<file path="src/rtl/pc_redirect_ctrl.sv">
// rtl/pc_redirect_ctrl.sv - fetch-stage PC register with jump/branch redirect and one-entry pending hold
module pc_redirect_ctrl #(
  parameter logic [31:0] RESET_PC = 32'h0000_0000,
  parameter int          CNT_W    = 16
) (
  input  logic             clk,
  input  logic             rst,
  input  logic             stall,
  input  logic             imem_ready,
  input  logic             id_valid,
  input  logic             id_is_jump,
  input  logic [31:0]      id_pc_plus4,
  input  logic [25:0]      id_jumpinstr,
  input  logic             ex_branch_taken,
  input  logic [31:0]      ex_branch_target,
  output logic [31:0]      pc,
  output logic             fetch_valid,
  output logic             flush_ifid,
  output logic             flush_idex,
  output logic [CNT_W-1:0] jump_count,
  output logic [CNT_W-1:0] branch_count
);

  typedef enum logic {RUN = 1'b0, HOLD = 1'b1} state_t;

  localparam logic [CNT_W-1:0] CNT_ONE = {{(CNT_W-1){1'b0}}, 1'b1};

  state_t      state, state_n;
  logic [31:0] pending_target, pending_n;
  logic [31:0] pc_n;
  logic        fetch_ok;
  logic        advance;
  logic        br_acc, jmp_acc, redirect;
  logic [31:0] jump_target, redirect_target;
  logic        unused_pc_low;

  // Only the top nibble of PC+4 participates in the pseudo-direct target.
  assign unused_pc_low = ^id_pc_plus4[27:0];

  // Redirect acceptance: a taken branch always wins; a jump waits out stalls and yields to a branch.
  always_comb begin
    advance         = !stall && imem_ready;
    br_acc          = ex_branch_taken && !rst;
    jmp_acc         = id_valid && id_is_jump && !stall && !ex_branch_taken && !rst;
    redirect        = br_acc || jmp_acc;
    jump_target     = {id_pc_plus4[31:28], id_jumpinstr, 2'b00};
    redirect_target = br_acc ? ex_branch_target : jump_target;
  end

  // State, PC, pending target and counters; reset overrides everything including a pending redirect.
  always_ff @(posedge clk) begin
    if (rst) begin
      state          <= RUN;
      pc             <= RESET_PC;
      pending_target <= 32'h0;
      fetch_ok       <= 1'b0;
      jump_count     <= '0;
      branch_count   <= '0;
    end else begin
      state          <= state_n;
      pc             <= pc_n;
      pending_target <= pending_n;
      fetch_ok       <= 1'b1;
      if (jmp_acc && (jump_count != {CNT_W{1'b1}}))
        jump_count <= jump_count + CNT_ONE;
      if (br_acc && (branch_count != {CNT_W{1'b1}}))
        branch_count <= branch_count + CNT_ONE;
    end
  end

  // Next-PC priority: new redirect, then pending redirect, then sequential fetch.
  always_comb begin
    state_n   = state;
    pc_n      = pc;
    pending_n = pending_target;
    if (redirect) begin
      if (advance) begin
        pc_n    = redirect_target;
        state_n = RUN;
      end else begin
        pending_n = redirect_target;
        state_n   = HOLD;
      end
    end else if (state == HOLD) begin
      if (advance) begin
        pc_n    = pending_target;
        state_n = RUN;
      end
    end else if (advance) begin
      pc_n = pc + 32'd4;
    end
  end

  // Outputs: flushes are same-cycle pulses of the accepted redirect; fetch is invalid while holding.
  always_comb begin
    flush_ifid  = redirect;
    flush_idex  = br_acc;
    fetch_valid = fetch_ok && (state == RUN);
  end

endmodule

</file>
<file path="config.mk">
export PLATFORM = sky130hd
export DESIGN_NAME = pc_redirect_ctrl
export DESIGN_NICKNAME = d
export VERILOG_FILES = /design/src/rtl/pc_redirect_ctrl.sv
export SDC_FILE = /design/constraint.sdc
export NUM_CORES = 1
export LEC_CHECK = 0
export CAP_MARGIN = 10
export CORE_ASPECT_RATIO = 0.7
export CORE_MARGIN = 3
export CORE_UTILIZATION = 48
export CTS_BUF_LIST = sky130_fd_sc_hd__clkbuf_8 sky130_fd_sc_hd__clkbuf_16
export DETAILED_ROUTE_END_ITERATION = 8
export GPL_TIMING_DRIVEN = 0
export PLACE_DENSITY = 0.88
export SETUP_SLACK_MARGIN = 0.05
export SLEW_MARGIN = 20
export SYNTH_ARGS = -nofsm -noshare
export SYNTH_HDL_FRONTEND = slang
export SYNTH_SLANG_ARGS = --single-unit
export TNS_END_PERCENT = 30
</file>
<file path="constraint.sdc">
create_clock -name clk -period 2.35 [get_ports clk]
set_input_delay 0.3525 -clock clk [delete_from_list [all_inputs] [get_ports clk]]
set_output_delay 0.3525 -clock clk [all_outputs]
set_load 0.02 [all_outputs]
</file>
==> summary.md <==
The netlist uses 64 different library cells. Across the VDD grid, the largest voltage drop is 433 uV. The top cell types in the final layout, fill and taps aside, are clkdlybuf4s50_1, dfxtp_1, nor2_1. The tools report the clock root buffer as clkbuf_16. The signal on the critical path passes through clkbuf_2, clkbuf_4, nor2b_1, clkdlybuf4s50_1. The run gives 6930 sq um as the cell area after placement.

The synthesized design devotes to its leading area cell type 36.3% of total area. The mean instance size in the synthesized netlist is 8.07 sq um. The start-to-end type of the worst setup path was flop to output port. The Yosys step of the flow raised 0 warnings. For the number of global-route vias before repair, the log shows 5854. The first routing iteration left 609 violations.

The run gives 0.00508 ns as the post-route clock skew. Kind of start point of the critical path: a flop. 164 I/O pins were placed. The worst hold path was traced through 4 stages. The critical path depth in cells was 4; the worst reg2reg path depth was 9. The maximum number of pins on one net before global-route repair was 18; the proportion of synthesized flip-flops having asynchronous set or reset was 0%.

At the pin with the least slew margin, the transition time is 0.858 ns. The repair_antennas step left the layout with diodes totalling 0. The die covers 12600 sq um.

In this design, the largest share of critical-path delay is due to buffers and inverters. The count of endpoints failing setup in the final report is 0. The first global-routing pass estimated 30.2 mm of wire. The flow ran to the end, and the final reports show no timing, DRC or antenna violations.

The logs give 42.8% for the worst relative slew slack and 14.2 mm for the HPWL after detailed placement. The clock period could shrink to 2.33 ns. The count of buffering cells on the critical path with inverters included was 3; the number of buffers created by CTS was 9. The biggest cell delay along the critical path works out to 0.53 ns.

The path class of the tightest hold or removal check is input pin to flop. In the final design database the tool counted 919 nets. Summed over all instances, the cell type with the most area after synthesis is dfxtp_1.

Leaving out fill and tap cells, the most frequent cell in the layout is clkdlybuf4s50_1. The count of nets left with antenna violations once routing finished came out at 0. By area the synthesized netlist is led by dfxtp_1, mux2i_1, nor2_1. After clock tree synthesis, the clock-pin slew on the worst setup and hold paths is 0.07 ns. The overall power consumption was 4120 uW.

The area growth from synthesis to final layout was 35.7%; the maximum count of clock buffers along a single path was 2. The width of the chip works out to 133 microns. After detailed routing, the number of vias per cell comes to 6.18.

Among all flip-flop cells after synthesis, the most frequent one is dfxtp_1. The count of buffers from port buffering is 134. CTS built an H-tree with a depth of 3. The synthesized netlist occupies a cell area of 5400 sq um. Once layout is complete, the utilization of the core stands at 68.7%. Of the synthesized area, sequential elements account for 36.3%. The initial utilization of the core area, before any placement, comes to 50.7%. Global routing consumed, over all layers together, 30.1% of the routing resources. Clock tree synthesis found a total of 98 sinks. After detailed routing, the number of remaining DRC violations is 0. The floorplan step defined a core boundary enclosing 10700 sq um. The final layout contains routed wiring with a total length of 19.5 mm. The later pin in the worst-skew pair is clocked with a latency of 0.35 ns. The final critical path takes up 99.1% of the cycle.

The floorplan step set the die height to 94.8 microns. After floorplanning, the core was divided into 31 placement rows. The run gives 0 as the total of max-cap violations. The run gives 1.98 ns as the arrival time of the worst setup path. The final count of hold timing violations came out at 0.

Summed over all failing endpoints, the final setup total negative slack is 0 ns. The power density over cell area was 562 nW/um^2; the leakage dissipation was 0.00263 uW. The post-route netlist has 7.65% of its cells at a drive strength greater than 1.

Synthesis produced 670 cells. The slowest stage of the critical path belongs to the cell clkdlybuf4s50_1. The initial antenna violation count was 0; the count of flip-flops with a built-in enable after synthesis was 0. For this run, the top clock speed supported by timing is 0.429 GHz. Setup repair after global routing could not meet its margin everywhere.

The final global-route overflow total came out at 0. After routing the design area is 7330 sq um. The routability congestion estimate from global placement was 0.957. Counting every net in the synthesized netlist gives 770.

The tools report the final count of pins violating max slew as 0. In the final routed layout, each cell accounts on average for 20.1 microns. The count of TritonRoute iterations in the first routing pass came out at 5.

Detailed routing inserted a total of 6010 vias. The tightest hold path in the finished design has a slack of 0.445 ns. Of all nets on the critical path, the largest fanout is 10. For the required time of the critical path, the log shows 2.00 ns. Capturing element type of the critical path: an output port. Counting flops and latches in the post-synthesis netlist gives 98. TritonCTS built the clock tree.
==> power breakdown <==
part	internal, uW	leakage, uW	switching (uW)
Clock	867	0.000146	686
Sequential	1740	0.000801	81.9
Combinational	330	0.00168	418
==> flip-flops by register name, indices dropped and copies added (netlist names) <==
signal / flops
branch_count: 16
fetch_ok: 1
jump_count: 16
pc: 32
pending_target: 32
state: 1
==> metrics by stage <==
step                setup slack, ns  std cells
floorplan                     0.381        670
global placement             -0.551        952
detailed placement           -0.542        952
CTS                         -0.0313        969
global route                0.00148        972
finish                       0.0203        972
==> tightest hold or removal path, cell delays in order <==
cell and delay (ns):
buf_4 0.15, a21oi_1 0.07, a21oi_1 0.12, nor3_1 0.05
==> cell type report <==
cell class / count / area, sq um
inverters: 14 / 53.8
repair buffers: 138 / 1370
clock inverters: 6 / 71.3
fillers: 829 / 3330
multi-input cells: 514 / 3230
well taps: 148 / 185
clock buffers: 10 / 239
plain buffers: 44 / 221
flip-flops and latches: 98 / 1960
==> Yosys cell counts, types with 2 or more instances <==
cell / count
o31a_1: 2
a221oi_1: 9
dfxtp_1: 98
nand2_1: 61
buf_1: 2
o21a_1: 4
nand4_1: 12
or3_1: 4
o311a_1: 2
mux2i_1: 34
xor2_1: 19
a21boi_0: 2
xnor2_1: 21
nor3_1: 16
o32ai_1: 2
and2_1: 3
buf_2: 6
o22ai_1: 2
a211oi_1: 35
nand2b_1: 4
o21ai_0: 39
and3_1: 13
nor4_1: 6
buf_4: 4
nor2b_1: 2
clkbuf_1: 31
nor2_1: 82
o211ai_1: 6
nand3_1: 34
nor2_2: 2
a221o_1: 5
ha_1: 3
a311oi_1: 6
inv_1: 11
a21oi_1: 43
a31oi_1: 10
and4_1: 6
nand3_2: 3
==> worst paths after layout <==
kind | start | to | slack [ns]
worst max-delay path | state | fetch_valid | 0.02
worst min-delay path | rst | pc[15] | 0.44
worst max register to register | pc[3] | pc[22] | 0.16
worst min register to register | pending_target[1] | pending_target[1] | 0.49
==> logic make-up after synthesis <==
group | synth area share (%)
adder cells (fa/ha/maj) | 0.695
flip-flops | 36.3
AO/OA/AOI/OAI | 21.8
XOR/XNOR | 6.48
multiplexers | 6.30
AND/OR/NAND/NOR | 23.8
buffers and inverters | 4.61
==> repair_timing <==
item,in CTS,in global routing
setup endpoints to repair,15,70
pin swaps,2,2
gates resized for setup,13,18
buffers inserted,1,3
hold buffers,0,0
==> layer usage <==
layer	global-route usage, %	wire length [microns]
met2	47.6	8460
met4	9.86	340
met3	8.52	2510
met5	0	0
met1	39.9	8180
Note: power is estimated with default switching activity, not from simulation.
==> RTL edit 1 (config.mk and constraints unchanged) <==
Add an input register stage for `ex_branch_target`, cleared by the reset; this delays it by one clock. The other inputs are not delayed to match.
--- a/src/rtl/pc_redirect_ctrl.sv
+++ b/src/rtl/pc_redirect_ctrl.sv
@@ -25,6 +25,16 @@
 
   localparam logic [CNT_W-1:0] CNT_ONE = {{(CNT_W-1){1'b0}}, 1'b1};
 
+  logic [31:0] ex_branch_target_q;
+
+  always_ff @(posedge clk) begin
+    if (rst) begin
+      ex_branch_target_q <= '0;
+    end else begin
+      ex_branch_target_q <= ex_branch_target;
+    end
+  end
+
   state_t      state, state_n;
   logic [31:0] pending_target, pending_n;
   logic [31:0] pc_n;
@@ -44,7 +54,7 @@
     jmp_acc         = id_valid && id_is_jump && !stall && !ex_branch_taken && !rst;
     redirect        = br_acc || jmp_acc;
     jump_target     = {id_pc_plus4[31:28], id_jumpinstr, 2'b00};
-    redirect_target = br_acc ? ex_branch_target : jump_target;
+    redirect_target = br_acc ? ex_branch_target_q : jump_target;
   end
 
   // State, PC, pending target and counters; reset overrides everything including a pending redirect.
Formal check against the unedited RTL: not equivalent (a bounded check fails within 4 cycles, from zero or initial values and one cycle with rst high).
==> RTL edit 1 against the unedited design <==
Final area up 18%; critical path type is now reg -> reg; combinational power rose by 6.3%; critical path depth grew 2; wire length increased by 12%; synthesized area rose by 19%; first-iteration DRC count increased by 56%; setup slack improved by 0.089 ns; total power increased by 47%; hold slack improved by 0.012 ns; critical endpoint is now pc[24]$_SDFFE_PP0P_; sequential cell count is 32 higher; maximum frequency up 4.0%; sequential power grew 33%; synthesized cell count increased by 9.1%; via count is 11% higher.
==> RTL edit 1: results (changes against the unedited design) <==
- Result of the run: complete, no violations
- RePlAce Congestion: 0.950 (-0.69%)
- The slowest stage of the critical path is the nor4_2 cell.
* Internal reg-to-reg setup slack: 0.11 ns (-0.05 ns)
- The mean routed wirelength per cell came to 20.6 µm (+2.9%).
- First drt pass iteration count: 6 (+1)
- The remaining max-slew budget at the tightest pin is 0.374 (-0.0535).
* Port Buffers: 133 (-0.75%)
* Unique cell type count in the Yosys netlist: 71 (+11%)
- Worst Reg2Reg Path Length in Cells: 6 (-3)
- Complex-gate fraction of the synthesized area: 0.191 (-0.0271)
- The total via count in the routed design came to 6665 (+11%).
- Overall routing resource usage: 0.291 (-0.0102)
- The number of gates resized after CTS came to 11 (-2).
* Critical path fanouts, max: 8 (-2)
- HPWL reported at the end of detailed placement: 15.0 mm (+6.0%)
* Proportion of synthesized chip area in sequential cells: 0.403 (+0.0404)
- The violation count after the first detailed-routing iteration came to 948 (+56%).
* Met3 WL: 2.87 mm (+14%)
- The endpoint identified for the worst register-to-register timing path is pc[24]$_SDFFE_PP0P_.
- The fraction of final layout cells sized beyond drive strength 1 came to 0.0936 (+0.0172).
- Share of cell area taken by muxes after synthesis: 0.0646 (+0.00162)
- The delay of the slowest critical-path stage is 0.58 ns (+0.05 ns).
- Xor-xnor portion of the synthesized cell area: 0.0475 (-0.0173)
* Count of nets after finishing: 984 (+7.1%)
- Met2 wire len: 9.26 mm (+9.5%)
- Worst-Skew Late Latency: 0.42 ns (+0.07 ns)
- GR Layer Usage met3: 0.0909 (+0.00567)
* Synth Area in Adders: 0.00582 (-0.00113)
- Maximum VDD drop: 0.487 mV (+12%)
- The number of nets produced by synthesis is 831 (+7.9%).
- Critical path class: reg -> reg
* Crit-path leading delay family: simple AND/OR/NAND/NOR gates
- Met1 capacity usage during global routing: 0.398 (-0.00122)
* Largest registers: ex_branch_target_q x32, pc x32, pending_target x32
* Static leakage power: 0.00315 µW (+20%)
- The placed instance area was 0.00798 mm² (+15%).
- The routed length on met1 was 9.07 mm (+11%).
- Number of H-tree levels: 4 (+1)
## RTL edit 1: cell count changes after synthesis, moves of 4 or more
cell,change
nor2b_1,+38
dfxtp_1,+32
nand2_1,-23
a21oi_1,-19
nand3_1,-11
nand4_1,+11
buf_2,+6
a211oi_2,+4
a21o_1,+4
buf_4,-4
o21ai_0,+4
xnor2_1,-4
## RTL edit 1: how the worst min path moves through the flow
stage | end | startpoint | slack (ns) | cells past startpoint
after floorplan | pending_target[0]$_SDFFE_PP0P_ | pending_target[0]$_SDFFE_PP0P_ | 0.45 | 2
after global routing | ex_branch_target_q[7]$_SDFF_PP0_ | ex_branch_target[7] | 0.48 | 2
after global placement | pending_target[0]$_SDFFE_PP0P_ | pending_target[0]$_SDFFE_PP0P_ | 0.46 | 2
final | pc[15]$_SDFFE_PP0P_ | rst | 0.46 | 4
after detailed placement | pending_target[0]$_SDFFE_PP0P_ | pending_target[0]$_SDFFE_PP0P_ | 0.47 | 2
after CTS | pc[15]$_SDFFE_PP0P_ | rst | 0.42 | 4
## RTL edit 1: area by class of cell
cell class,instances,area [µm²]
Timing Repair Buffer,134,1340
Tap cell,162,203
Clock inverter,13,184
Multi-Input combinational cell,536,3590
Inverter,15,58.8
Sequential cell,130,2600
Buffer,50,228
Fill cell,962,4110
Clock buffer,19,453
## RTL edit 1: through the flow
step	worst slack, ns	hold slack (ns)	util	std cells
6_report	0.109	0.457	0.678	1059
4_1_cts	0.0408	0.420	0.677	1059
3_5_place_dp	-0.404	0.468	0.626	1026
3_3_place_gp	-0.357	0.461	0.626	1026
2_1_floorplan	0.470	0.450	-	731
5_1_grt	0.0893	0.475	0.678	1059
## RTL edit 1: power breakdown
part | switching (µW) | internal (µW)
sequential | 104 | 2310
combinational | 442 | 352
clock | 1030 | 1830
==> RTL edit 2 (config.mk and constraints unchanged) <==
Made on the original files. Set the parameter `CNT_W` to 12 (it was 16).
--- a/src/rtl/pc_redirect_ctrl.sv
+++ b/src/rtl/pc_redirect_ctrl.sv
@@ -1,7 +1,7 @@
 // rtl/pc_redirect_ctrl.sv - fetch-stage PC register with jump/branch redirect and one-entry pending hold
 module pc_redirect_ctrl #(
   parameter logic [31:0] RESET_PC = 32'h0000_0000,
-  parameter int          CNT_W    = 16
+  parameter int          CNT_W    = 12
 ) (
   input  logic             clk,
   input  logic             rst,
Interface: changed (resized branch_count and jump_count); port bits go from 164 to 156. The function was not compared with the original's and may differ.
==> RTL edit 2 against the unedited design <==
Critical path depth is 5 higher; register-to-register slack better by 0.10 ns; total power fell by 2.6%; sequential share of layout area is 1.3 points lower; hold slack gained 0.0084 ns; setup slack improved by 0.035 ns; sequential cell count fell by 8; final area decreased by 3.7%; critical path type is now in -> reg; count of clock-buffer cells in the layout stayed put; global-route usage rose by 0.68 points; synthesized area decreased by 2.3%; critical endpoint is now pc[16]$_SDFFE_PP0P_; wire length is 0.47% higher.
==> RTL edit 2: results (changes against the unedited design) <==
* Result of the run: complete, no violations
- The routed length on met1 came to 8.27 mm (+1.1%).
- Worst hold path class: reg -> reg
- The total setup buffers inserted after CTS came to 0 (-1).
* GR Layer Usage met3: 0.0760 (-0.00918)
- The endpoint identified for the worst register-to-register timing path is pc[21]$_SDFFE_PP0P_.
* Xor-xnor portion of the synthesized cell area: 0.0398 (-0.0250)
- The number of clock sinks is 90 (-8.2%).
- Filler instances: 870 (+4.9%)
- The buffer share of cell area came to 0.212 (-0.00474).
- Complex-gate fraction of the synthesized area: 0.210 (-0.00852)
- Beginning of the worst hold path: pending_target[21]$_SDFFE_PP0P_
- The peak supply drop was 0.367 mV (-15%).
* Area of the multi-input gates: 0.00319 mm² (-1.4%)
* Overall routing resource usage: 0.308 (+0.00680)
- Routed length per placed instance: 21.2 µm (+5.9%)
- The met1 usage was 0.410 (+0.0114).
* Cell internal power dissipation: 2890 µW (-1.5%)
- Layout clock area frac: 0.0454 (+0.00305)
- The remaining max-slew budget at the tightest pin was 0.490 (+0.0621).
* Share of cell area taken by muxes after synthesis: 0.109 (+0.0456)
- Inverters: 18 (+4)
- The routed length on met2 was 8.66 mm (+2.5%).
- Synth cell count leaders: 90 x dfxtp_1, 77 x nor2_1, 50 x nand2_1, 46 x mux2i_1, 35 x a21oi_1
- The multi-input combinational cell count was 476 (-7.4%).
- Worst-case clock skew: 0.00700 ns (+0.00193 ns)
* Share of post-route cells with drive strength above 1: 0.0982 (+0.0217)
* Capturing element of the worst setup path: pc[16]$_SDFFE_PP0P_
- The arrival time of data at the critical path endpoint came to 2.50 ns (+0.52 ns).
- The instance count of the mapped netlist was 632 (-5.7%).
* Worst Reg2Reg Path Length in Cells: 5 (-4)
* Count of non-CTS buffers in the layout: 174 (-4.4%)
- The violation count after the first detailed-routing iteration came to 631 (+3.6%).
- FF-to-FF Start: pc[5]$_SDFFE_PP0P_
- Routed vias/inst: 6.37 (+3.1%)
* Port Buffers: 125 (-6.7%)
- Fin crit period: 2.29 ns (-0.0351 ns)
* Start point of the critical path: stall
- Number of gates resized after CTS: 11 (-2)
-- RTL edit 2: cell types whose count changed after synthesis, sizes merged, moves of 8 or more --
cell	delta
o21ai	-22
clkbuf	-9
dfxtp	-8
nand2	-12
xnor2	-9
nand3	-8
buf	+13
a21oi	-8
mux2	+10
mux2i	+12
-- RTL edit 2: power by group through the flow --
stage,Sequential [µW],Combinational (µW),Clock [µW]
after floorplan,1720,361,0
after global placement,1700,713,0
after detailed placement,1700,731,0
after CTS,1670,738,1570
after global routing,1680,801,1630
final,1670,757,1580
-- RTL edit 2: per-stage QoR --
stage	power [µW]	setup TNS, ns	utilization	instance area [µm²]
5_1_grt	4110	0	0.672	7060
2_1_floorplan	2080	0	-	5280
4_1_cts	3980	-0.0119	0.671	7050
3_5_place_dp	2430	-4.18	0.639	6710
6_report	4010	0	0.672	7060
3_3_place_gp	2410	-2.95	0.639	6710
-- RTL edit 2: worst min-delay path by stage --
| stage | endpoint | slack [ns] | depth (start not counted) |
|---|---|---|---|
| finish | pending_target[21]$_SDFFE_PP0P_ | 0.45 | 2 |
| global route | pending_target[21]$_SDFFE_PP0P_ | 0.47 | 2 |
| floorplan | pending_target[28]$_SDFFE_PP0P_ | 0.43 | 2 |
| CTS | pending_target[21]$_SDFFE_PP0P_ | 0.45 | 2 |
| detailed placement | pending_target[21]$_SDFFE_PP0P_ | 0.45 | 2 |
| global placement | pending_target[28]$_SDFFE_PP0P_ | 0.44 | 2 |
-- RTL edit 2: kinds of logic after synthesis --
kind of cell,after synthesis
simple gates,239
compound gates,154
flops,90
buf+inv,66
mux,56
xor+xnor,24
fa+ha+maj,3
-- RTL edit 2: worst min-delay path, delay by kind of cell, from the launching register on --
kind             cells  cell delay, ns
AND/OR/NAND/NOR      1            0.05
AO/OA/AOI/OAI        1            0.05
flip-flops           1            0.31
